$ cat src/rtl/pic_8259a_pkg.sv
// rtl/pic_8259a_pkg.sv - shared state encoding, OCW2 command codes and bit helpers for the 8259A sequencer
package pic_8259a_pkg;

   typedef enum logic [1:0] {
      ST_IDLE = 2'd0,
      ST_ACK1 = 2'd1,
      ST_GAP  = 2'd2,
      ST_ACK2 = 2'd3
   } ack_state_t;

   // OCW2 {R,SL,EOI}
   localparam logic [2:0] OCW2_CLEAR_AUTO_ROT = 3'b000;
   localparam logic [2:0] OCW2_NONSPEC_EOI    = 3'b001;
   localparam logic [2:0] OCW2_NOP            = 3'b010;
   localparam logic [2:0] OCW2_SPEC_EOI       = 3'b011;
   localparam logic [2:0] OCW2_SET_AUTO_ROT   = 3'b100;
   localparam logic [2:0] OCW2_ROT_NONSPEC    = 3'b101;
   localparam logic [2:0] OCW2_SET_PRIORITY   = 3'b110;
   localparam logic [2:0] OCW2_ROT_SPEC       = 3'b111;

   function automatic logic [7:0] rotate_left(input logic [7:0] value, input logic [2:0] amount);
      logic [15:0] doubled;
      doubled = {value, value} << amount;
      return doubled[15:8];
   endfunction

   function automatic logic [7:0] rotate_right(input logic [7:0] value, input logic [2:0] amount);
      logic [15:0] doubled;
      doubled = {value, value} >> amount;
      return doubled[7:0];
   endfunction

   function automatic logic [2:0] onehot_to_level(input logic [7:0] onehot);
      logic [2:0] level;
      level = 3'd0;
      for (int i = 0; i < 8; i++) begin
         if (onehot[i]) level = level | 3'(i);
      end
      return level;
   endfunction

endpackage

$ cat src/rtl/pic_highest_in_service.sv
// rtl/pic_highest_in_service.sv - rotated priority scan of the ISR, returns the one-hot highest bit
module pic_highest_in_service
   import pic_8259a_pkg::*;
(
   input  logic [7:0] in_service_register,
   input  logic [2:0] priority_rotate,
   output logic [7:0] highest_level_in_service
);

   logic [2:0] scan_start;
   logic [7:0] rotated;
   logic [7:0] lowest_set;

   // Rotate so the highest-priority level lands on bit 0, isolate the lowest set bit, rotate back.
   assign scan_start               = priority_rotate + 3'd1;
   assign rotated                  = rotate_right(in_service_register, scan_start);
   assign lowest_set               = rotated & (~rotated + 8'd1);
   assign highest_level_in_service = rotate_left(lowest_set, scan_start);

endmodule

$ cat src/rtl/pic_interrupt_ack_sequencer.sv
// rtl/pic_interrupt_ack_sequencer.sv - 8259A INT/INTA sequencer with ISR, OCW2 decode and rotation; PIC_AUTO_EOI_EN enables AEOI
module pic_interrupt_ack_sequencer
   import pic_8259a_pkg::*;
#(
   parameter int         IRQ_WIDTH      = 8,
   parameter logic [2:0] SPURIOUS_LEVEL = 3'd7
) (
   input  logic                 clock,
   input  logic                 reset,
   input  logic [IRQ_WIDTH-1:0] interrupt,
   input  logic                 interrupt_acknowledge,
   input  logic [4:0]           interrupt_vector_base,
   input  logic                 eoi_valid,
   input  logic [2:0]           eoi_command,
   input  logic [2:0]           eoi_level,
   input  logic                 auto_eoi_config,
   output logic                 interrupt_to_cpu,
   output logic [IRQ_WIDTH-1:0] in_service_register,
   output logic [IRQ_WIDTH-1:0] highest_level_in_service,
   output logic [2:0]           priority_rotate,
   output logic [IRQ_WIDTH-1:0] clear_interrupt_request,
   output logic [7:0]           data_out,
   output logic                 data_out_enable
);

   localparam logic [IRQ_WIDTH-1:0] IRQ_ONE = {{(IRQ_WIDTH-1){1'b0}}, 1'b1};

   ack_state_t           state, state_next;
   logic                 inta_q;
   logic                 inta_rise, inta_fall;
   logic [2:0]           level_q, level_next;
   logic                 spurious_q, spurious_next;
   logic                 int_next;
   logic [IRQ_WIDTH-1:0] isr_set, clear_next, aeoi_clear, eoi_clear, isr_next;
   logic                 aeoi_rotate;
   logic                 eoi_rot_valid;
   logic [2:0]           eoi_rot_level;
   logic [2:0]           rotate_next;
   logic                 auto_rotate;
   logic                 aeoi_active;

   assign inta_rise = interrupt_acknowledge & ~inta_q;
   assign inta_fall = ~interrupt_acknowledge & inta_q;

   pic_highest_in_service u_highest (
      .in_service_register      (in_service_register),
      .priority_rotate          (priority_rotate),
      .highest_level_in_service (highest_level_in_service)
   );

`ifdef PIC_AUTO_EOI_EN
   always_ff @(posedge clock or posedge reset) begin
      if (reset) begin
         auto_rotate <= 1'b0;
      end else if (eoi_valid && eoi_command == OCW2_SET_AUTO_ROT) begin
         auto_rotate <= 1'b1;
      end else if (eoi_valid && eoi_command == OCW2_CLEAR_AUTO_ROT) begin
         auto_rotate <= 1'b0;
      end
   end
   assign aeoi_active = auto_eoi_config;
`else
   assign auto_rotate = 1'b0;
   assign aeoi_active = auto_eoi_config & 1'b0;
`endif

   always_comb begin
      state_next    = state;
      int_next      = 1'b0;
      level_next    = level_q;
      spurious_next = spurious_q;
      isr_set       = '0;
      clear_next    = '0;
      aeoi_clear    = '0;
      aeoi_rotate   = 1'b0;
      case (state)
         ST_IDLE: begin
            int_next = |interrupt;
            if (inta_rise) begin
               state_next = ST_ACK1;
               int_next   = 1'b0;
               if (interrupt == '0) begin
                  level_next    = SPURIOUS_LEVEL;
                  spurious_next = 1'b1;
               end else begin
                  level_next    = onehot_to_level(interrupt);
                  spurious_next = 1'b0;
                  isr_set       = IRQ_ONE << level_next;
                  clear_next    = IRQ_ONE << level_next;
               end
            end
         end
         ST_ACK1: if (inta_fall) state_next = ST_GAP;
         ST_GAP:  if (inta_rise) state_next = ST_ACK2;
         ST_ACK2: begin
            if (inta_fall) begin
               state_next = ST_IDLE;
               if (aeoi_active && !spurious_q) begin
                  aeoi_clear  = IRQ_ONE << level_q;
                  aeoi_rotate = auto_rotate;
               end
            end
         end
         default: state_next = ST_IDLE;
      endcase
   end

   always_comb begin
      eoi_clear     = '0;
      eoi_rot_valid = 1'b0;
      eoi_rot_level = eoi_level;
      if (eoi_valid) begin
         case (eoi_command)
            OCW2_NONSPEC_EOI: eoi_clear = highest_level_in_service;
            OCW2_SPEC_EOI:    eoi_clear = IRQ_ONE << eoi_level;
            OCW2_ROT_NONSPEC: begin
               eoi_clear     = highest_level_in_service;
               eoi_rot_valid = |highest_level_in_service;
               eoi_rot_level = onehot_to_level(highest_level_in_service);
            end
            OCW2_ROT_SPEC: begin
               eoi_clear     = IRQ_ONE << eoi_level;
               eoi_rot_valid = 1'b1;
            end
            OCW2_SET_PRIORITY: eoi_rot_valid = 1'b1;
            OCW2_NOP, OCW2_SET_AUTO_ROT, OCW2_CLEAR_AUTO_ROT: ;
            default: ;
         endcase
      end
   end

   // An INTA set beats an EOI clear of the same bit; explicit EOI rotation beats AEOI rotation.
   assign isr_next    = (in_service_register & ~eoi_clear & ~aeoi_clear) | isr_set;
   assign rotate_next = eoi_rot_valid ? eoi_rot_level :
                        aeoi_rotate   ? level_q       : priority_rotate;

   always_ff @(posedge clock or posedge reset) begin
      if (reset) begin
         state                   <= ST_IDLE;
         inta_q                  <= 1'b0;
         level_q                 <= 3'd0;
         spurious_q              <= 1'b0;
         interrupt_to_cpu        <= 1'b0;
         in_service_register     <= '0;
         clear_interrupt_request <= '0;
         priority_rotate         <= 3'd7;
      end else begin
         state                   <= state_next;
         inta_q                  <= interrupt_acknowledge;
         level_q                 <= level_next;
         spurious_q              <= spurious_next;
         interrupt_to_cpu        <= int_next;
         in_service_register     <= isr_next;
         clear_interrupt_request <= clear_next;
         priority_rotate         <= rotate_next;
      end
   end

   assign data_out_enable = (state == ST_ACK2);
   assign data_out        = data_out_enable ? {interrupt_vector_base, level_q} : 8'h00;

endmodule
$ cat config.mk
export PLATFORM = sky130hd
export DESIGN_NAME = pic_interrupt_ack_sequencer
export DESIGN_NICKNAME = d
export VERILOG_FILES = /design/src/rtl/pic_8259a_pkg.sv /design/src/rtl/pic_highest_in_service.sv /design/src/rtl/pic_interrupt_ack_sequencer.sv
export SDC_FILE = /design/constraint.sdc
export NUM_CORES = 1
export LEC_CHECK = 0
export CAP_MARGIN = 20
export CORE_MARGIN = 2
export CORE_UTILIZATION = 40
export CTS_CLUSTER_DIAMETER = 80
export DETAILED_ROUTE_END_ITERATION = 8
export PLACE_DENSITY = 0.67
export SETUP_SLACK_MARGIN = 0.1
export SLEW_MARGIN = 25
export SYNTH_ARGS = -nofsm -noshare
export SYNTH_HDL_FRONTEND = slang
export SYNTH_SLANG_ARGS = --single-unit
$ cat constraint.sdc
create_clock -name clock -period 3.85 [get_ports clock]
set_clock_uncertainty 0.05 [all_clocks]
set_input_delay 0.9625 -clock clock [delete_from_list [all_inputs] [get_ports clock]]
set_output_delay 0.9625 -clock clock [all_outputs]
set_load 0.1 [all_outputs]
Word level (Yosys, flattened, before mapping)
Cells that the tools add are included.
- register bits after elaboration: 26
- latch bits: 0
- memory bits (writable): 0
- memory bits (read-only): 0
- word-level logic and storage cells: 79
- memories kept: 0
- add/subtract/negate cells: 2
- $mul: 0
- divide/modulo/power cells: 0
- magnitude comparators: 0
- equality and inequality tests: 12
- shift-type cells: 4
- multiplexer cells: 36
- bitwise operators: 9
- reduce and logical (&&, ||, !) cells: 9
- operators by type and width (cell ; number):
    $mux 3 ; 15
    $mux 8 ; 5
    $and 8x8->8 ; 2
    $mux 2 ; 8
    $not 8->8 ; 2
    $pmux 8 s2 ; 1
    $reduce_or 8->1 ; 2
    $shl 1x3->8 const A ; 2
    $shl 16x3->16 ; 1
    $shr 16x3->8 ; 1
    $eq 3x3->1 const B ; 3
    $add 8x1->8 const B ; 1
    $logic_not 8->1 ; 1
    $or 8x8->8 ; 1
    $pmux 2 s4 ; 1
    $ne 2x2->1 const B ; 3
    $reduce_or 2->1 ; 3
    $mux 1 ; 5
    $eq 2x2->1 const B ; 2
    $reduce_and 4->1 ; 1
    $add 3x1->3 const B ; 1
    $eq 3x1->1 const B ; 1
    $eq 3x2->1 const B ; 1
    $and 1x1->1 ; 2
    other kinds (6) ; 7

Depth between registers and ports, before layout
- depth after elaboration: 16
- depth in mapped cells: 12

Cells and area by module
From an unflattened synthesis, not the netlist that was laid out.
- cell total of the unflattened synthesis: 227
- area, all modules: 2097.0 um2
- modules (own cells, without submodules) (module ; instances ; cells each ; area an instance (um2)):
    pic_interrupt_ack_sequencer ; 1 ; 135 ; 1353.8
    pic_highest_in_service ; 1 ; 92 ; 743.2

Worst setup path before layout
Ideal clock, no wire load.
- kind: register -> output
- start: reg priority_rotate[1]
- end: out highest_level_in_service[2]
- arrival time: 4.087 ns
- path slack: -1.249 ns
- stages on the path, launching flop included: 11
- path buffers: 2
- cells stage by stage: dfstp_2 -> ha_1 -> buf_4 -> mux2i_1 -> o211ai_1 -> o22ai_1 -> buf_4 -> nand3_4 -> nor3_2 -> nor2_1 -> a21oi_1
- cells in the longest elaborated chain, start to end: 6
- ends and longest elaborated chain (what ; line ; text):
    from (decl) ; pic_interrupt_ack_sequencer.sv:20 ; output logic [2:0] priority_rotate,
    from (signal assigned) ; pic_interrupt_ack_sequencer.sv:155 ; priority_rotate <= rotate_next;
    $add 3x1->3 (*) ; pic_highest_in_service.sv:15 ; assign scan_start = priority_rotate + 3'd1;
    $shr 16x3->8 ; pic_8259a_pkg.sv:29 ; doubled = {value, value} >> amount;
    $not 8->8 ; pic_highest_in_service.sv:17 ; assign lowest_set = rotated & (~rotated + 8'd1);
    $add 8x1->8 ; pic_highest_in_service.sv:17 ;
    $and 8x8->8 ; pic_highest_in_service.sv:17 ;
    $shl 16x3->16 (*) ; pic_8259a_pkg.sv:23 ; doubled = {value, value} << amount;
    to (decl) ; pic_interrupt_ack_sequencer.sv:19 ; output logic [IRQ_WIDTH-1:0] highest_level_in_service,
Every way passes the cells marked *; elsewhere a longest branch is shown, timed or not.

Final worst setup path
- start: reg priority_rotate[1]
- end: out highest_level_in_service[1]
Same word-level chain as after synthesis.

==> qor.csv <==
stage,metric,value,unit
outcome,status,"finished, violations left",
outcome,violated checks,setup timing,
setup_path,CP Data Arrival Time,2950,ps
setup_path,reg2reg start,priority_rotate[1],
routing,DRC violations left,0,
yosys,Cells after Synth,296,
place,RePlAce Congestion,0.871,
routing,mean routed wirelength per cell,17.5,µm
run,maxcap violations,0,
yosys,sequential share of the synthesized area,0.267,
clock_network,H-tree Lvls,1,
place,DP Worst Slack,104,ps
layout,Syn-to-layout area delta,55.2,%
global_route,GRT Util Overall,0.243,
routing,length of the first detailed-routing pass in iterations,5,
floorplan,# IOs,61,
clock_network,Inserted Clock Buffers,3,
setup_path,critical path type,reg -> out,
sta,post-route setup TNS,-294,ps
hold_path,Worst Hold Class,reg -> reg,
routing,vias per std cell,5.86,
yosys,top_reg_cell synth,dfrtp_1,
clock_network,"Hold-fix buffers, CTS",0,
place,Placed Cells,426,
setup_path,slowest library cell on the worst path,dfstp_4,
global_route,Overflow after GRT,0,
hold_path,hold path start,level_q[2],
floorplan,FP Rows,28,
yosys,"Async S/R FF share, synth",1.00,
layout,nets,406,
sta,slew margin rel.,0.344,
setup_path,reg2reg path depth,14,
setup_path,Crit path required time,2840,ps
layout,most frequent cells in the layout,"48 x buf_4, 31 x nor2_1, 31 x clkdlybuf4s50_1, 23 x nand2_1, 23 x dfrtp_1",
layout,layout cell share with drive strength beyond 1,0.359,
floorplan,Horiz. Die Dim,82.3,µm
clock_network,Skew-Pair Late Insertion Delay,270,ps
global_route,vias in the first global route,2577,
setup_path,startpoint types,flip-flop,
layout,ant diodes,0,
global_route,pin count of the biggest net entering global routing,27,
floorplan,DIE AREA,0.00678,mm²
sta,Worst Max-Slew Pin Slew,980,ps
clock_network,clock-pin slew on the worst setup and hold paths,80,ps
routing,vias,2641,
clock_network,TritonCTS clock tree,done,
setup_path,cell with the most instances on the worst path,buf_12,
setup_path,Worst Path Buf+Inv,4,
global_route,first-pass GRT wire length,12700,µm
sta,final worst slack,-116,ps
yosys,#FFs+latches synth,26,
routing,initial drt markers,174,
sta,# setup viols final,7,
yosys,YS warnings,0,
yosys,mapped cell area,0.00245,mm²
setup_path,Critical Path Max Stage Delay,640,ps
routing,total wire length,7870,µm
layout,Post-Layout Cell Count,451,
sta,Final Slew Violations,0,
sta,RSZ-0062 raised after global routing,yes,
global_route,initial antenna violation count,0,
yosys,"EDFF count, synth",0,
layout,Filler Cell Count,505,
yosys,Cell variety after synth,67,
setup_path,Reg-to-Reg End,priority_rotate[1],
sta,period utilization,1.03,
routing,post-route ant nets,0,
setup_path,family with the most delay on the worst path,flip-flops,
clock_network,clock root buffer,clkbuf_8,
clock_network,sinks on the clock net,26,
sta,Final Critical Period,3970,ps
layout,"most common cell after layout, fill and taps aside",buf_4,
setup_path,largest fanout on the critical path,8,
setup_path,sequence of cells on the critical path,ha_4 -> buf_12 -> mux2i_4 -> o211ai_1 -> o22ai_1 -> buf_4 -> buf_6 -> nand3_4 -> o31ai_4 -> mux2_4 -> buf_12,
sta,FMAX,252,MHz
place,PortBufs,59,
place,Post-DP HPWL,5730,µm
hold_path,Cells on Worst Hold Path,2,
sta,Final Hold Fails,0,
setup_path,Reg2Reg Setup Slack,520,ps
yosys,Synth Net Count,325,
yosys,syn_area_per_cell,8.29,µm²
floorplan,effective utilization at floorplan,0.414,
floorplan,core region area,0.00592,mm²
clock_network,CTS Buffer Depth,2,
floorplan,die height,82.3,µm
hold_path,Min-Delay Endpoint,level_q[2],
setup_path,Setup crit end kind,output port,
==> cell usage after synthesis (all sizes together) (3+ instances only) <==
cell type | n | area [µm²]
nand3 | 7 | 47.6
a2111oi | 4 | 48.8
mux2i | 16 | 180
nand2 | 26 | 97.6
nor3 | 8 | 61.3
clkbuf | 9 | 35.0
o22ai | 9 | 56.3
o211ai | 6 | 45.0
a211oi | 5 | 37.5
inv | 13 | 48.8
nand2b | 8 | 50.1
or2 | 5 | 31.3
dfstp | 3 | 78.8
a21oi | 18 | 90.1
nand4 | 3 | 18.8
ha | 5 | 62.6
o31ai | 5 | 51.3
dfrtp | 23 | 576
and2 | 11 | 68.8
or3 | 4 | 30.0
o21ai | 9 | 45.0
a31oi | 6 | 52.6
nor2 | 35 | 131
and3 | 5 | 31.3
nor4 | 5 | 31.3
mux2 | 7 | 90.1
buf | 8 | 57.6
==> cell type report <==
class	count	area [µm²]	area share
multi-input cells	240	2030	0.534
repair buffers	93	916	0.241
flip-flops and latches	26	662	0.174
well taps	75	93.8	0.0246
clock buffers	4	55.1	0.0145
inverters	13	48.8	0.0128
==> cell families after synthesis <==
group	Yosys count	synth area share
multiplexers	24	0.119
adder cells (fa/ha/maj)	5	0.0255
AND/OR/NAND/NOR	126	0.271
AO/OA/AOI/OAI	82	0.246
flip-flops	26	0.267
buffers and inverters	30	0.0576
XOR/XNOR	3	0.0138
==> metrics by stage <==
stage / hold slack [ps] / instance area, µm² / utilization
2_1_floorplan: 437 / 2610 / -
3_3_place_gp: 476 / 3340 / 0.563
3_5_place_dp: 477 / 3340 / 0.563
4_1_cts: 497 / 3690 / 0.624
5_1_grt: 525 / 3810 / 0.643
6_report: 488 / 3810 / 0.643
==> worst max-delay path by stage <==
stage / from / to / cells after the start
4_1_cts: priority_rotate[0] / highest_level_in_service[0] / 11
2_1_floorplan: priority_rotate[1] / highest_level_in_service[2] / 11
3_3_place_gp: priority_rotate[1] / highest_level_in_service[5] / 8
5_1_grt: priority_rotate[1] / highest_level_in_service[1] / 10
3_5_place_dp: priority_rotate[1] / highest_level_in_service[3] / 9
6_report: priority_rotate[1] / highest_level_in_service[1] / 11
==> per-layer routing <==
| layer | up-vias | global-route usage | wire length (µm) |
|---|---|---|---|
| met1 | 1279 | 0.326 | 3400 |
| met2 | 85 | 0.409 | 3910 |
| met5 | - | 0 | 0 |
| li1 | 1258 | - | - |
| met3 | 19 | 0.0272 | 378 |
| met4 | 0 | 0.0733 | 186 |
==> repair_timing <==
item | in CTS | in global routing
buffers inserted | 17 | 4
setup endpoints to repair | 8 | 8
pin swaps | 18 | 15
resized for setup | 32 | 12
==> worst min-delay path, delay by kind of cell, from the launching register on <==
| kind | cells | cell delay [ps] |
|---|---|---|
| AND/OR/NAND/NOR | 1 | 50 |
| flip-flops | 1 | 350 |
| AO/OA/AOI/OAI | 1 | 100 |
==> flip-flops by register name, indices dropped and copies added (netlist names) <==
| register | count |
|---|---|
| interrupt_to_cpu | 1 |
| level_q | 3 |
| in_service_register | 8 |
| priority_rotate | 3 |
| clear_interrupt_request | 8 |
| state | 2 |
| inta_q | 1 |
Power is left out: the tool's default activity adds up to more than one toggle a clock period on the data nets, which glitch-free logic cannot reach.
